### config.mk
export PLATFORM = sky130hd
export DESIGN_NAME = cvxif_responder
export DESIGN_NICKNAME = d
export VERILOG_FILES = /design/src/rtl/cvxif_pkg.sv /design/src/rtl/cvxif_responder_pkg.sv /design/src/rtl/cvxif_result_fifo.sv /design/src/rtl/cvxif_responder.sv
export SDC_FILE = /design/constraint.sdc
export NUM_CORES = 1
export LEC_CHECK = 0
export BUFFER_PORTS_ARGS = -buffer_cell sky130_fd_sc_hd__clkbuf_2
export CELL_PAD_IN_SITES_DETAIL_PLACEMENT = 2
export CELL_PAD_IN_SITES_GLOBAL_PLACEMENT = 2
export CORE_MARGIN = 5
export CORE_UTILIZATION = 25
export DETAILED_ROUTE_END_ITERATION = 16
export PLACE_DENSITY_LB_ADDON = 0.1
export SKIP_CTS_REPAIR_TIMING = 1
export SLEW_MARGIN = 20
export SYNTH_ARGS = -nofsm -noshare
export SYNTH_HDL_FRONTEND = slang
export SYNTH_SLANG_ARGS = --single-unit
### constraint.sdc
create_clock -name clk_i -period 7.3 [get_ports clk_i]
set_clock_uncertainty 0.1 [all_clocks]
set_input_delay 0.73 -clock clk_i [delete_from_list [all_inputs] [get_ports clk_i]]
set_output_delay 0.73 -clock clk_i [all_outputs]
set_load 0.01 [all_outputs]
### src/rtl/cvxif_pkg.sv
// CV-X-IF coprocessor interface types shared by the core side and the responder.
package cvxif_pkg;

   localparam int unsigned XLEN       = 32;
   localparam int unsigned X_NUM_RS   = 2;
   localparam int unsigned X_ID_WIDTH = 4;

   typedef struct packed {
      logic [31:0]                         instr;
      logic [X_NUM_RS-1:0][XLEN-1:0]       rs;
      logic [X_NUM_RS-1:0]                 rs_valid;
      logic [X_ID_WIDTH-1:0]               id;
   } x_issue_req_t;

   typedef struct packed {
      logic accept;
      logic writeback;
      logic dualwrite;
      logic dualread;
      logic loadstore;
      logic exc;
   } x_issue_resp_t;

   typedef struct packed {
      logic [X_ID_WIDTH-1:0] id;
      logic                  x_commit_kill;
   } x_commit_t;

   typedef struct packed {
      logic [X_ID_WIDTH-1:0] id;
      logic [XLEN-1:0]       data;
      logic [4:0]            rd;
      logic                  we;
      logic                  exc;
      logic [5:0]            exccode;
   } x_result_t;

   typedef struct packed {
      logic          x_issue_valid;
      x_issue_req_t  x_issue_req;
      logic          x_commit_valid;
      x_commit_t     x_commit;
      logic          x_result_ready;
   } cvxif_req_t;

   typedef struct packed {
      logic          x_issue_ready;
      x_issue_resp_t x_issue_resp;
      logic          x_result_valid;
      x_result_t     x_result;
   } cvxif_resp_t;

endpackage

### src/rtl/cvxif_responder_pkg.sv
// Decode constants and the result-queue entry type of the custom-3 responder.
package cvxif_responder_pkg;

   localparam logic [6:0] OPCODE_CUSTOM3 = 7'b1111011;
   localparam logic [5:0] EXC_CODE       = 6'd2;

   typedef enum logic [2:0] {
      F3_ADD  = 3'b000,
      F3_NOP  = 3'b001,
      F3_EXC  = 3'b010,
      F3_MADD = 3'b011
   } funct3_e;

   typedef struct packed {
      logic [cvxif_pkg::X_ID_WIDTH-1:0] id;
      logic [cvxif_pkg::XLEN-1:0]       data;
      logic [4:0]                       rd;
      logic                             we;
      logic                             exc;
      logic [5:0]                       exccode;
   } result_entry_t;

endpackage

### src/rtl/cvxif_result_fifo.sv
// In-order result queue of the responder; DEPTH must be a power of two so the
// pointers wrap naturally.
module cvxif_result_fifo #(
   parameter int unsigned DEPTH   = 4,
   parameter type         entry_t = logic
) (
   input  logic   clk_i,
   input  logic   rst_ni,
   input  logic   push_i,
   input  entry_t push_data_i,
   input  logic   pop_i,
   output entry_t head_o,
   output logic   empty_o,
   output logic   full_o
);

   localparam int unsigned PTR_W = $clog2(DEPTH);
   localparam int unsigned CNT_W = $clog2(DEPTH + 1);

   entry_t           mem_q [DEPTH];
   logic [PTR_W-1:0] wr_ptr_q, wr_ptr_d, rd_ptr_q, rd_ptr_d;
   logic [CNT_W-1:0] count_q, count_d;

   // NOTE: every always_comb output is given a default first, so no latch is inferred.
   always_comb begin
      wr_ptr_d = wr_ptr_q;
      rd_ptr_d = rd_ptr_q;
      if (push_i) wr_ptr_d = wr_ptr_q + PTR_W'(1);
      if (pop_i)  rd_ptr_d = rd_ptr_q + PTR_W'(1);
      count_d = count_q + CNT_W'(push_i) - CNT_W'(pop_i);
   end

   // NOTE: sequential state uses non-blocking assignments so all flops update together.
   always_ff @(posedge clk_i or negedge rst_ni) begin
      if (!rst_ni) begin
         wr_ptr_q <= '0;
         rd_ptr_q <= '0;
         count_q  <= '0;
      end else begin
         wr_ptr_q <= wr_ptr_d;
         rd_ptr_q <= rd_ptr_d;
         count_q  <= count_d;
      end
   end

   // NOTE: payload storage has no reset; an empty count hides stale entries.
   always_ff @(posedge clk_i) begin
      if (push_i) mem_q[wr_ptr_q] <= push_data_i;
   end

   assign head_o  = mem_q[rd_ptr_q];
   assign empty_o = (count_q == '0);
   assign full_o  = (count_q == CNT_W'(DEPTH));

endmodule

### src/rtl/cvxif_responder.sv
// CV-X-IF custom-3 responder: ADD/NOP/EXC complete in one cycle; MADD (with
// CVXIF_RESPONDER_MULTICYCLE_EN defined) runs MULTI_LATENCY cycles and can be killed.
module cvxif_responder
   import cvxif_pkg::*;
   import cvxif_responder_pkg::*;
#(
   parameter int unsigned FIFO_DEPTH    = 4,
   parameter int unsigned MULTI_LATENCY = 3
) (
   input  logic        clk_i,
   input  logic        rst_ni,
   input  cvxif_req_t  cvxif_req_i,
   output cvxif_resp_t cvxif_resp_o
);

   logic [31:0]   instr;
   logic [2:0]    funct3;
   logic          rs_ok;
   x_issue_resp_t issue_resp;
   result_entry_t dec_entry, fifo_wdata, fifo_head;
   logic          dec_madd, issue_ready, issue_hs, single_push, madd_push, busy;
   logic          fifo_push, fifo_pop, fifo_empty, fifo_full;
   logic          ready_en_q, ready_en_d;
   logic          unused_bits;

   assign instr  = cvxif_req_i.x_issue_req.instr;
   assign funct3 = instr[14:12];
   assign rs_ok  = &cvxif_req_i.x_issue_req.rs_valid;

   always_comb begin
      issue_resp        = '0;
      dec_madd          = 1'b0;
      dec_entry         = '0;
      dec_entry.id      = cvxif_req_i.x_issue_req.id;
      dec_entry.rd      = instr[11:7];
      if (instr[6:0] == OPCODE_CUSTOM3) begin
         case (funct3)
            F3_ADD: if (rs_ok) begin
               issue_resp.accept    = 1'b1;
               issue_resp.writeback = 1'b1;
               dec_entry.data = cvxif_req_i.x_issue_req.rs[0] + cvxif_req_i.x_issue_req.rs[1];
               dec_entry.we   = 1'b1;
            end
            F3_NOP: issue_resp.accept = 1'b1;
            F3_EXC: begin
               issue_resp.accept = 1'b1;
               issue_resp.exc    = 1'b1;
               dec_entry.exc     = 1'b1;
               dec_entry.exccode = EXC_CODE;
            end
            F3_MADD: begin
`ifdef CVXIF_RESPONDER_MULTICYCLE_EN
               if (rs_ok) begin
                  issue_resp.accept    = 1'b1;
                  issue_resp.writeback = 1'b1;
                  dec_madd       = 1'b1;
                  dec_entry.data = cvxif_req_i.x_issue_req.rs[0] + cvxif_req_i.x_issue_req.rs[1]
                                   + XLEN'(1);
                  dec_entry.we   = 1'b1;
               end
`endif
            end
            default: ;
         endcase
      end
   end

   // Ready is held low until the first clock edge after reset release.
   assign ready_en_d  = 1'b1;
   assign issue_ready = ready_en_q && !fifo_full && !busy;
   assign issue_hs    = cvxif_req_i.x_issue_valid && issue_ready;
   assign single_push = issue_hs && issue_resp.accept && !dec_madd;

   always_ff @(posedge clk_i or negedge rst_ni) begin
      if (!rst_ni) ready_en_q <= 1'b0;
      else         ready_en_q <= ready_en_d;
   end

`ifdef CVXIF_RESPONDER_MULTICYCLE_EN
   localparam int unsigned LAT_W = $clog2(MULTI_LATENCY);

   logic          busy_q, busy_d, kill;
   result_entry_t busy_entry_q, busy_entry_d;
   logic [LAT_W-1:0] cnt_q, cnt_d;

   // A matching kill wins over completion, even in the counter's final cycle.
   assign kill = busy_q && cvxif_req_i.x_commit_valid && cvxif_req_i.x_commit.x_commit_kill
                 && (cvxif_req_i.x_commit.id == busy_entry_q.id);
   assign madd_push = busy_q && (cnt_q == '0) && !kill;
   assign busy      = busy_q;

   always_comb begin
      busy_d       = busy_q;
      busy_entry_d = busy_entry_q;
      cnt_d        = cnt_q;
      if (busy_q) begin
         if (kill || cnt_q == '0) busy_d = 1'b0;
         else                     cnt_d  = cnt_q - LAT_W'(1);
      end
      if (issue_hs && dec_madd) begin
         busy_d       = 1'b1;
         busy_entry_d = dec_entry;
         cnt_d        = LAT_W'(MULTI_LATENCY - 1);
      end
   end

   always_ff @(posedge clk_i or negedge rst_ni) begin
      if (!rst_ni) begin
         busy_q       <= 1'b0;
         busy_entry_q <= '0;
         cnt_q        <= '0;
      end else begin
         busy_q       <= busy_d;
         busy_entry_q <= busy_entry_d;
         cnt_q        <= cnt_d;
      end
   end

   assign fifo_wdata  = madd_push ? busy_entry_q : dec_entry;
   assign unused_bits = ^instr[31:15];
`else
   assign busy        = 1'b0;
   assign madd_push   = 1'b0;
   assign fifo_wdata  = dec_entry;
   assign unused_bits = ^{instr[31:15], cvxif_req_i.x_commit_valid, cvxif_req_i.x_commit,
                          32'(MULTI_LATENCY)};
`endif

   assign fifo_push = single_push || madd_push;
   assign fifo_pop  = !fifo_empty && cvxif_req_i.x_result_ready;

   cvxif_result_fifo #(
      .DEPTH   (FIFO_DEPTH),
      .entry_t (result_entry_t)
   ) i_result_fifo (
      .clk_i       (clk_i),
      .rst_ni      (rst_ni),
      .push_i      (fifo_push),
      .push_data_i (fifo_wdata),
      .pop_i       (fifo_pop),
      .head_o      (fifo_head),
      .empty_o     (fifo_empty),
      .full_o      (fifo_full)
   );

   always_comb begin
      cvxif_resp_o = '0;
      if (rst_ni) begin
         cvxif_resp_o.x_issue_ready  = issue_ready;
         cvxif_resp_o.x_issue_resp   = issue_resp;
         cvxif_resp_o.x_result_valid = !fifo_empty;
         if (!fifo_empty) begin
            cvxif_resp_o.x_result.id      = fifo_head.id;
            cvxif_resp_o.x_result.data    = fifo_head.data;
            cvxif_resp_o.x_result.rd      = fifo_head.rd;
            cvxif_resp_o.x_result.we      = fifo_head.we;
            cvxif_resp_o.x_result.exc     = fifo_head.exc;
            cvxif_resp_o.x_result.exccode = fifo_head.exccode;
         end
      end
   end

endmodule

==> metrics.log, run 1 <==
[metrics] outcome: finished, final reports clean
[metrics] starting density of the core: 0.251
[metrics] ratio of final minimum period to clock period: 0.501
[metrics] launch point of the worst reg-to-reg path: i_result_fifo.count_q[1]
[metrics] die outline area: 0.0404 mm²
[metrics] CP required: 6470 ps
[metrics] fraction of power consumed by sequential logic: 0.433
[metrics] number of cells traversed by the worst register-to-register path: 5
[metrics] total wirelength of the detailed-routed design: 25400 µm
[metrics] Post-DP HPWL: 18400 µm
[metrics] async set-or-reset flop fraction in the synthesized netlist: 0.0444
[metrics] post-synthesis cell type with the largest combined area: sky130_fd_sc_hd__edfxtp_1
[metrics] count of distinct cell types in the synthesized netlist: 67
[metrics] post-synth top area share: 0.566
[metrics] die boundary height: 201 µm
[metrics] number of hold violations in the final report: 0
[metrics] power density cells: 253 mW/mm²
[metrics] number of max-slew violations in the final report: 0
[metrics] maximum net fanout on the critical path: 28
[metrics] fraction of layout cells with a size suffix above 1: 0.311
[metrics] Filler cells: 3807
[metrics] post-route minimum period: 3660 ps
[metrics] via density per instance: 4.57
[metrics] type of destination of the critical path: output pin
[metrics] CTS Sinks: 180
[metrics] P&R area growth vs syn: 19.6%
[metrics] die width: 201 µm
[metrics] total power of the final layout: 2760 µW
[metrics] top_reg_cell synth: sky130_fd_sc_hd__edfxtp_1
[metrics] number of synthesized register bits: 180
[metrics] final layout net count: 928
[metrics] Area contributors post-synth: sky130_fd_sc_hd__edfxtp_1, sky130_fd_sc_hd__mux4_2, sky130_fd_sc_hd__ha_1
[metrics] Setup violations, final: 0
[metrics] Port Buffer Count: 137
[metrics] number of H-tree levels: 4
[metrics] largest net degree at the start of global routing: 46
[metrics] TritonCTS buffer count: 17
[metrics] slowest library cell on the worst path: sky130_fd_sc_hd__inv_1
[metrics] Ant. Diodes: 0
[metrics] clock-pin slew on the worst setup and hold paths: 70 ps
[metrics] Core Region: 0.0363 mm²
[metrics] Logic pwr share: 0.241
[metrics] type of element launching the critical path: input pin
[metrics] destination of the worst register-to-register timing path: i_result_fifo.mem_q[2][35]
[metrics] relative slew slack: 0.489
[metrics] count of standard-cell rows: 70
[metrics] Worst-Skew Late Latency: 420 ps
[metrics] count of pins on the block boundary: 169
[metrics] count of mapped cells out of synthesis: 640
[metrics] GPL Wtd Cong: 0.738
[metrics] buffer depth of the longest clock path: 2
[metrics] Static Leakage: 0.00364 µW
[metrics] dominant delay contributor by cell family on the critical path: buffers and inverters
[metrics] arrival time at the worst endpoint: 2830 ps
[metrics] share of the yosys chip area belonging to registers: 0.588
[metrics] setup_tns: 0 ps
[metrics] first-pass iteration count of the detailed router: 4
[metrics] total number of yosys warnings: 0
[metrics] number of maximum-capacitance constraint violations: 0
[metrics] Hold/Removal Path Class: in -> async
[metrics] most common cell in the synthesized netlist: sky130_fd_sc_hd__edfxtp_1
[metrics] delay of the slowest cell on the worst path: 620 ps
[metrics] detailed-route DRC error count: 0
[metrics] synthesized cell area: 0.00912 mm²
[metrics] average cell area after synthesis: 14.3 µm²
[metrics] cells along the critical path: clkbuf_2 -> nor4bb_1 -> nand2_1 -> nor2_1 -> nand2_2 -> buf_4 -> inv_1 -> and2_1 -> clkbuf_2
[metrics] most common cell type on the critical path: sky130_fd_sc_hd__clkbuf_2
[metrics] Clock Tree Root: sky130_fd_sc_hd__clkbuf_16
[metrics] Buf+Inv Stages, Crit Path: 4
[metrics] global-route usage over all layers: 0.128
[metrics] routed via count: 5744
[metrics] Post-synth EDFFs: 172
[metrics] DRT iter0 DRCs: 228
[metrics] transition at the pin with the smallest max-transition slack: 766 ps
[metrics] net switching fraction of the power: 0.304
[metrics] start-to-end type of the worst setup path: in -> out
[metrics] remaining antenna violation count: 0
[metrics] via count of the first global-routing pass: 6721
[metrics] global-route wire length before repair: 39800 µm
[metrics] peak supply drop: 0.000167 V
[metrics] highest attainable clock frequency: 273 MHz
[metrics] residual overflow from global routing: 0
[metrics] Clk network pwr share: 0.326
[metrics] Register-to-Register Setup Slack: 4710 ps
[metrics] initial antenna violation count: 1
[metrics] net load switching power: 840 µW
[metrics] Wirelength per Cell: 20.2 µm
[metrics] Internal Dissipation: 1920 µW
[metrics] most used standard cells in the synthesized netlist: sky130_fd_sc_hd__edfxtp_1, sky130_fd_sc_hd__nor2b_1, sky130_fd_sc_hd__mux4_2, sky130_fd_sc_hd__a21oi_1, sky130_fd_sc_hd__ha_1
[metrics] CTS tree: built
[metrics] RSZ-0062 raised after global routing: no
-- registers in the layout, summed over array words and instances, names as in the netlist --
name,flops
i_result_fifo.rd_ptr_q,2
ready_en_q,1
i_result_fifo.mem_q,172
i_result_fifo.wr_ptr_q,2
i_result_fifo.count_q,3
-- metal layers --
layer  vias to the layer above  part of all wire  GRT usage
met5                         -                 0          0
met1                      2914              0.46      0.164
met2                       107              0.49      0.220
met3                        18             0.028     0.0242
li1                       2705                 -          -
met4                         0             0.017     0.0386
-- logic make-up (layout without fill, tap and decap cells) --
group                      after synthesis  in the layout  synth area share
and+or+nand+nor                        183            183             0.110
xor gates and xnor gates                21             21            0.0202
AOI/OAI and AO/OA                      114            114            0.0863
buffers and inverters                   54            197            0.0295
muxes                                   47             47             0.111
DFF                                    180            180             0.588
other                                    2              9          0.000823
adders and majority gates               39             39            0.0551
-- per-stage QoR --
stage	instances	cell area, µm²	setup WS, ps	util	hold WS [ps]
5_1_grt	1258	10900	3400	0.300	76.0
4_1_cts	1257	10900	3570	0.299	60.1
2_1_floorplan	647	9150	4010	-	334
6_report	1258	10900	3640	0.300	81.5
3_3_place_gp	1225	10300	3670	0.283	498
3_5_place_dp	1225	10300	3580	0.283	535
-- how the worst max path moves through the flow --
stage	startpoint	end	slack (ps)	cells past startpoint
floorplan	cvxif_req_i[91]	i_result_fifo.mem_q[0][10]	4010	6
global placement	cvxif_req_i[91]	cvxif_resp_o[54]	3670	9
detailed placement	cvxif_req_i[91]	cvxif_resp_o[54]	3580	9
CTS	cvxif_req_i[91]	cvxif_resp_o[54]	3570	9
global route	cvxif_req_i[91]	cvxif_resp_o[54]	3400	9
finish	cvxif_req_i[91]	cvxif_resp_o[54]	3640	9
-- placed cells by master, fill, tap and decap left out, drive strengths merged, types with 14 or more instances in the layout --
cell,count
o21ai,24
edfxtp,172
inv,28
nand2,32
mux4,43
clkbuf,154
nor2,36
a21oi,40
a21o,14
ha,37
nor2b,47
-- power groups by stage --
stage               Combinational (µW)  Clock (µW)  Sequential, µW
global route                       737         978            1210
floorplan                          490           0            1160
global placement                   599           0            1280
finish                             666         901            1200
CTS                                612         934            1260
detailed placement                 610           0            1280
-- final cells by class --
class | count | area [µm²] | share of cell area
clock inverter | 15 | 166 | 0.0153
sequential | 180 | 5370 | 0.492
clock buffer | 17 | 425 | 0.0390
tap | 468 | 586 | 0.0537
multi-input combinational | 413 | 3520 | 0.323
timing repair buffer | 145 | 766 | 0.0702
inverter | 20 | 75.1 | 0.00688
Power figures use the tool's default switching activity.
==> run 2, diff against run 1 <==
==> constraint.sdc (replaced) <==
create_clock -name clk_i -period 3.8 [get_ports clk_i]
set_clock_uncertainty 0.1 [all_clocks]
set_input_delay 0.38 -clock clk_i [delete_from_list [all_inputs] [get_ports clk_i]]
set_output_delay 0.38 -clock clk_i [all_outputs]
set_load 0.01 [all_outputs]
==> run 2 against run 1 <==
Net effect:
- wire length increased by 0.92%
- core utilization increased by 0.093 points
- clock-buffer cell count increased by 1
- sequential share of layout area decreased by 0.15 points
- sequential power increased by 96%
- critical path depth decreased by 3
- cell count increased by 0.48%
- non-clock buffer count increased by 7
==> metrics.log, run 2 (synthesized netlist as in run 1, its figures left out) <==
[metrics] maximum net fanout on the critical path: 26 (-7.1%)
[metrics] commonest cells after routing, fill and taps aside: sky130_fd_sc_hd__edfxtp_1, sky130_fd_sc_hd__clkbuf_2, sky130_fd_sc_hd__nor2b_1
[metrics] met3 routing resource usage after global routing: 0.0228 (-0.00145)
[metrics] count of pins on the block boundary: 169 (unchanged)
[metrics] global-route wire length before repair: 40400 µm (+1.4%)
[metrics] RSZ-0062 raised after global routing: no
[metrics] routed via count: 5769 (+0.44%)
[metrics] via density per instance: 4.56 (about the same)
[metrics] number of hold violations in the final report: 0 (unchanged)
[metrics] ratio of final minimum period to clock period: 0.773
[metrics] destination of the worst register-to-register timing path: i_result_fifo.mem_q[2][46]
[metrics] met1 layer usage reported by global route: 0.167 (+0.00268)
[metrics] relative slew slack: 0.550 (+0.0614)
[metrics] fraction of power consumed by sequential logic: 0.445 (+0.012)
[metrics] Logic pwr share: 0.234 (-0.007)
[metrics] Wirelength per Cell: 20.3 µm (+0.44%)
[metrics] worst-case hold slack: 80.2 ps (-1.35 ps)
[metrics] max FFs per register: 172 (unchanged)
[metrics] Register-to-Register Setup Slack: 1650 ps (-3060 ps)
[metrics] die boundary height: 201 µm (unchanged)
[metrics] end point of the worst hold path: i_result_fifo.mem_q[2][45]
[metrics] Top reg by flops: i_result_fifo.mem_q
[metrics] Core Region: 0.0363 mm² (unchanged)
[metrics] total wirelength of the detailed-routed design: 25700 µm (+0.92%)
[metrics] detailed-route DRC error count: 0 (unchanged)
[metrics] number of H-tree levels: 4 (unchanged)
[metrics] CP required: 3320 ps (-3150 ps)
[metrics] post-route minimum period: 2940 ps
[metrics] Internal Dissipation: 3730 µW (+94%)
[metrics] via count of the first global-routing pass: 6699 (-0.33%)
[metrics] net load switching power: 1550 µW (+84%)
[metrics] Worst-Skew Late Latency: 420 ps (about the same)
[metrics] Clk network pwr share: 0.321 (-0.005)
[metrics] transition at the pin with the smallest max-transition slack: 675 ps (-91.3 ps)
[metrics] remaining antenna violation count: 0 (unchanged)
[metrics] fraction of layout cells with a size suffix above 1: 0.313 (+0.00142)
[metrics] outcome: finished, final reports clean
[metrics] Setup violations, final: 0 (unchanged)
[metrics] number of max-slew violations in the final report: 0 (unchanged)
[metrics] P&R area growth vs syn: 20.0%
[metrics] arrival time at the worst endpoint: 2460 ps (-370 ps)
[metrics] number of cells traversed by the worst register-to-register path: 5 (unchanged)
[metrics] setup_tns: 0 ps (unchanged)
[metrics] total power of the final layout: 5280 µW (+91%)
[metrics] Ant. Diodes: 0 (unchanged)
[metrics] TritonCTS buffer count: 17 (unchanged)
[metrics] initial antenna violation count: 0 (-1)
[metrics] GPL Wtd Cong: 0.763 (+3.3%)
[metrics] global-route usage over all layers: 0.129 (+0.00104)
[metrics] Post-DP HPWL: 18800 µm (+2.1%)
[metrics] buffer depth of the longest clock path: 2 (unchanged)
[metrics] final layout net count: 935 (+0.75%)
[metrics] residual overflow from global routing: 0 (unchanged)
[metrics] largest registers: i_result_fifo.mem_q (172), i_result_fifo.count_q (3)
[metrics] power density cells: 483 mW/mm² (+91%)
[metrics] type of destination of the critical path: output pin
[metrics] type of element launching the critical path: input pin
[metrics] number of cells traversed by the worst hold path: 1
[metrics] first-pass iteration count of the detailed router: 4 (unchanged)
[metrics] Filler cells: 3828 (+0.55%)
[metrics] Clock Tree Root: sky130_fd_sc_hd__clkbuf_16
[metrics] clock-pin slew on the worst setup and hold paths: 60 ps (about the same)
[metrics] starting density of the core: 0.251 (unchanged)
[metrics] net switching fraction of the power: 0.293 (-0.0107)
[metrics] launch point of the worst reg-to-reg path: i_result_fifo.count_q[1]
[metrics] CTS Sinks: 180 (unchanged)
[metrics] Top Usage Layer GRT: met2
[metrics] die outline area: 0.0404 mm² (unchanged)
[metrics] largest net degree at the start of global routing: 29 (-37%)
[metrics] met2 track demand over resource in global routing: 0.226 (+0.00521)
[metrics] Hold Path Origin: cvxif_req_i[7]
[metrics] CTS tree: built
[metrics] highest attainable clock frequency: 341 MHz
[metrics] die width: 201 µm (unchanged)
[metrics] DRT iter0 DRCs: 193 (-15%)
[metrics] start-to-end type of the worst setup path: in -> out
[metrics] Port Buffer Count: 137 (unchanged)
[metrics] number of maximum-capacitance constraint violations: 0 (unchanged)
[metrics] peak supply drop: 0.000341 V (+100%)
[metrics] Hold/Removal Path Class: in -> reg
[metrics] most common library cell in the layout ignoring fill and taps: sky130_fd_sc_hd__edfxtp_1
[metrics] Static Leakage: 0.00366 µW (+0.63%)
[metrics] count of standard-cell rows: 70 (unchanged)
## run 2: through the flow
| stage | setup slack (ps) | cells | area, µm² | utilization |
|---|---|---|---|---|
| after CTS | 808 | 1263 | 10900 | 0.301 |
| after global routing | 651 | 1264 | 10900 | 0.301 |
| after global placement | 625 | 1232 | 10400 | 0.285 |
| after detailed placement | 573 | 1232 | 10400 | 0.285 |
| after floorplan | 856 | 647 | 9150 | - |
| final | 864 | 1264 | 10900 | 0.301 |
## run 2: worst max path at each step
stage,slack (ps),from,depth (start not counted),to
CTS,810,i_result_fifo.rd_ptr_q[0],4,cvxif_resp_o[13]
floorplan,860,cvxif_req_i[91],6,i_result_fifo.mem_q[0][10]
global placement,620,cvxif_req_i[13],11,i_result_fifo.mem_q[0][41]
detailed placement,570,cvxif_req_i[13],11,i_result_fifo.mem_q[3][39]
finish,860,rst_ni,6,cvxif_resp_o[13]
global route,650,rst_ni,6,cvxif_resp_o[13]
## run 2: power by group through the flow
stage	sequential [µW]	clock, µW	combinational [µW]
finish	2350	1690	1240
global route	2390	1840	1370
CTS	2370	1750	1280
detailed placement	2420	0	1280
global placement	2410	0	1250
floorplan	2230	0	942
## run 2: per-layer routing
| layer | share of wire | up-vias |
|---|---|---|
| li1 | - | 2715 |
| met1 | 0.45 | 2930 |
| met2 | 0.51 | 107 |
| met3 | 0.034 | 17 |
| met4 | 0.0099 | 0 |
| met5 | 0 | - |
## run 2: cell type report
cell class                      count  area, µm²  area share
Timing Repair Buffer              152        826      0.0754
Multi-Input combinational cell    413       3520       0.322
Clock buffer                       18        429      0.0392
Clock inverter                     13        136      0.0125
Tap cell                          468        586      0.0535
Inverter                           20       75.1     0.00686
Sequential cell                   180       5370       0.491
## run 2: worst max-delay path, stage by stage
cell and delay (ps):
sky130_fd_sc_hd__dlygate4sd3_1 530, sky130_fd_sc_hd__clkbuf_2 310, sky130_fd_sc_hd__nand2b_2 440, sky130_fd_sc_hd__buf_4 390, sky130_fd_sc_hd__nor2b_1 210, sky130_fd_sc_hd__clkbuf_2 170
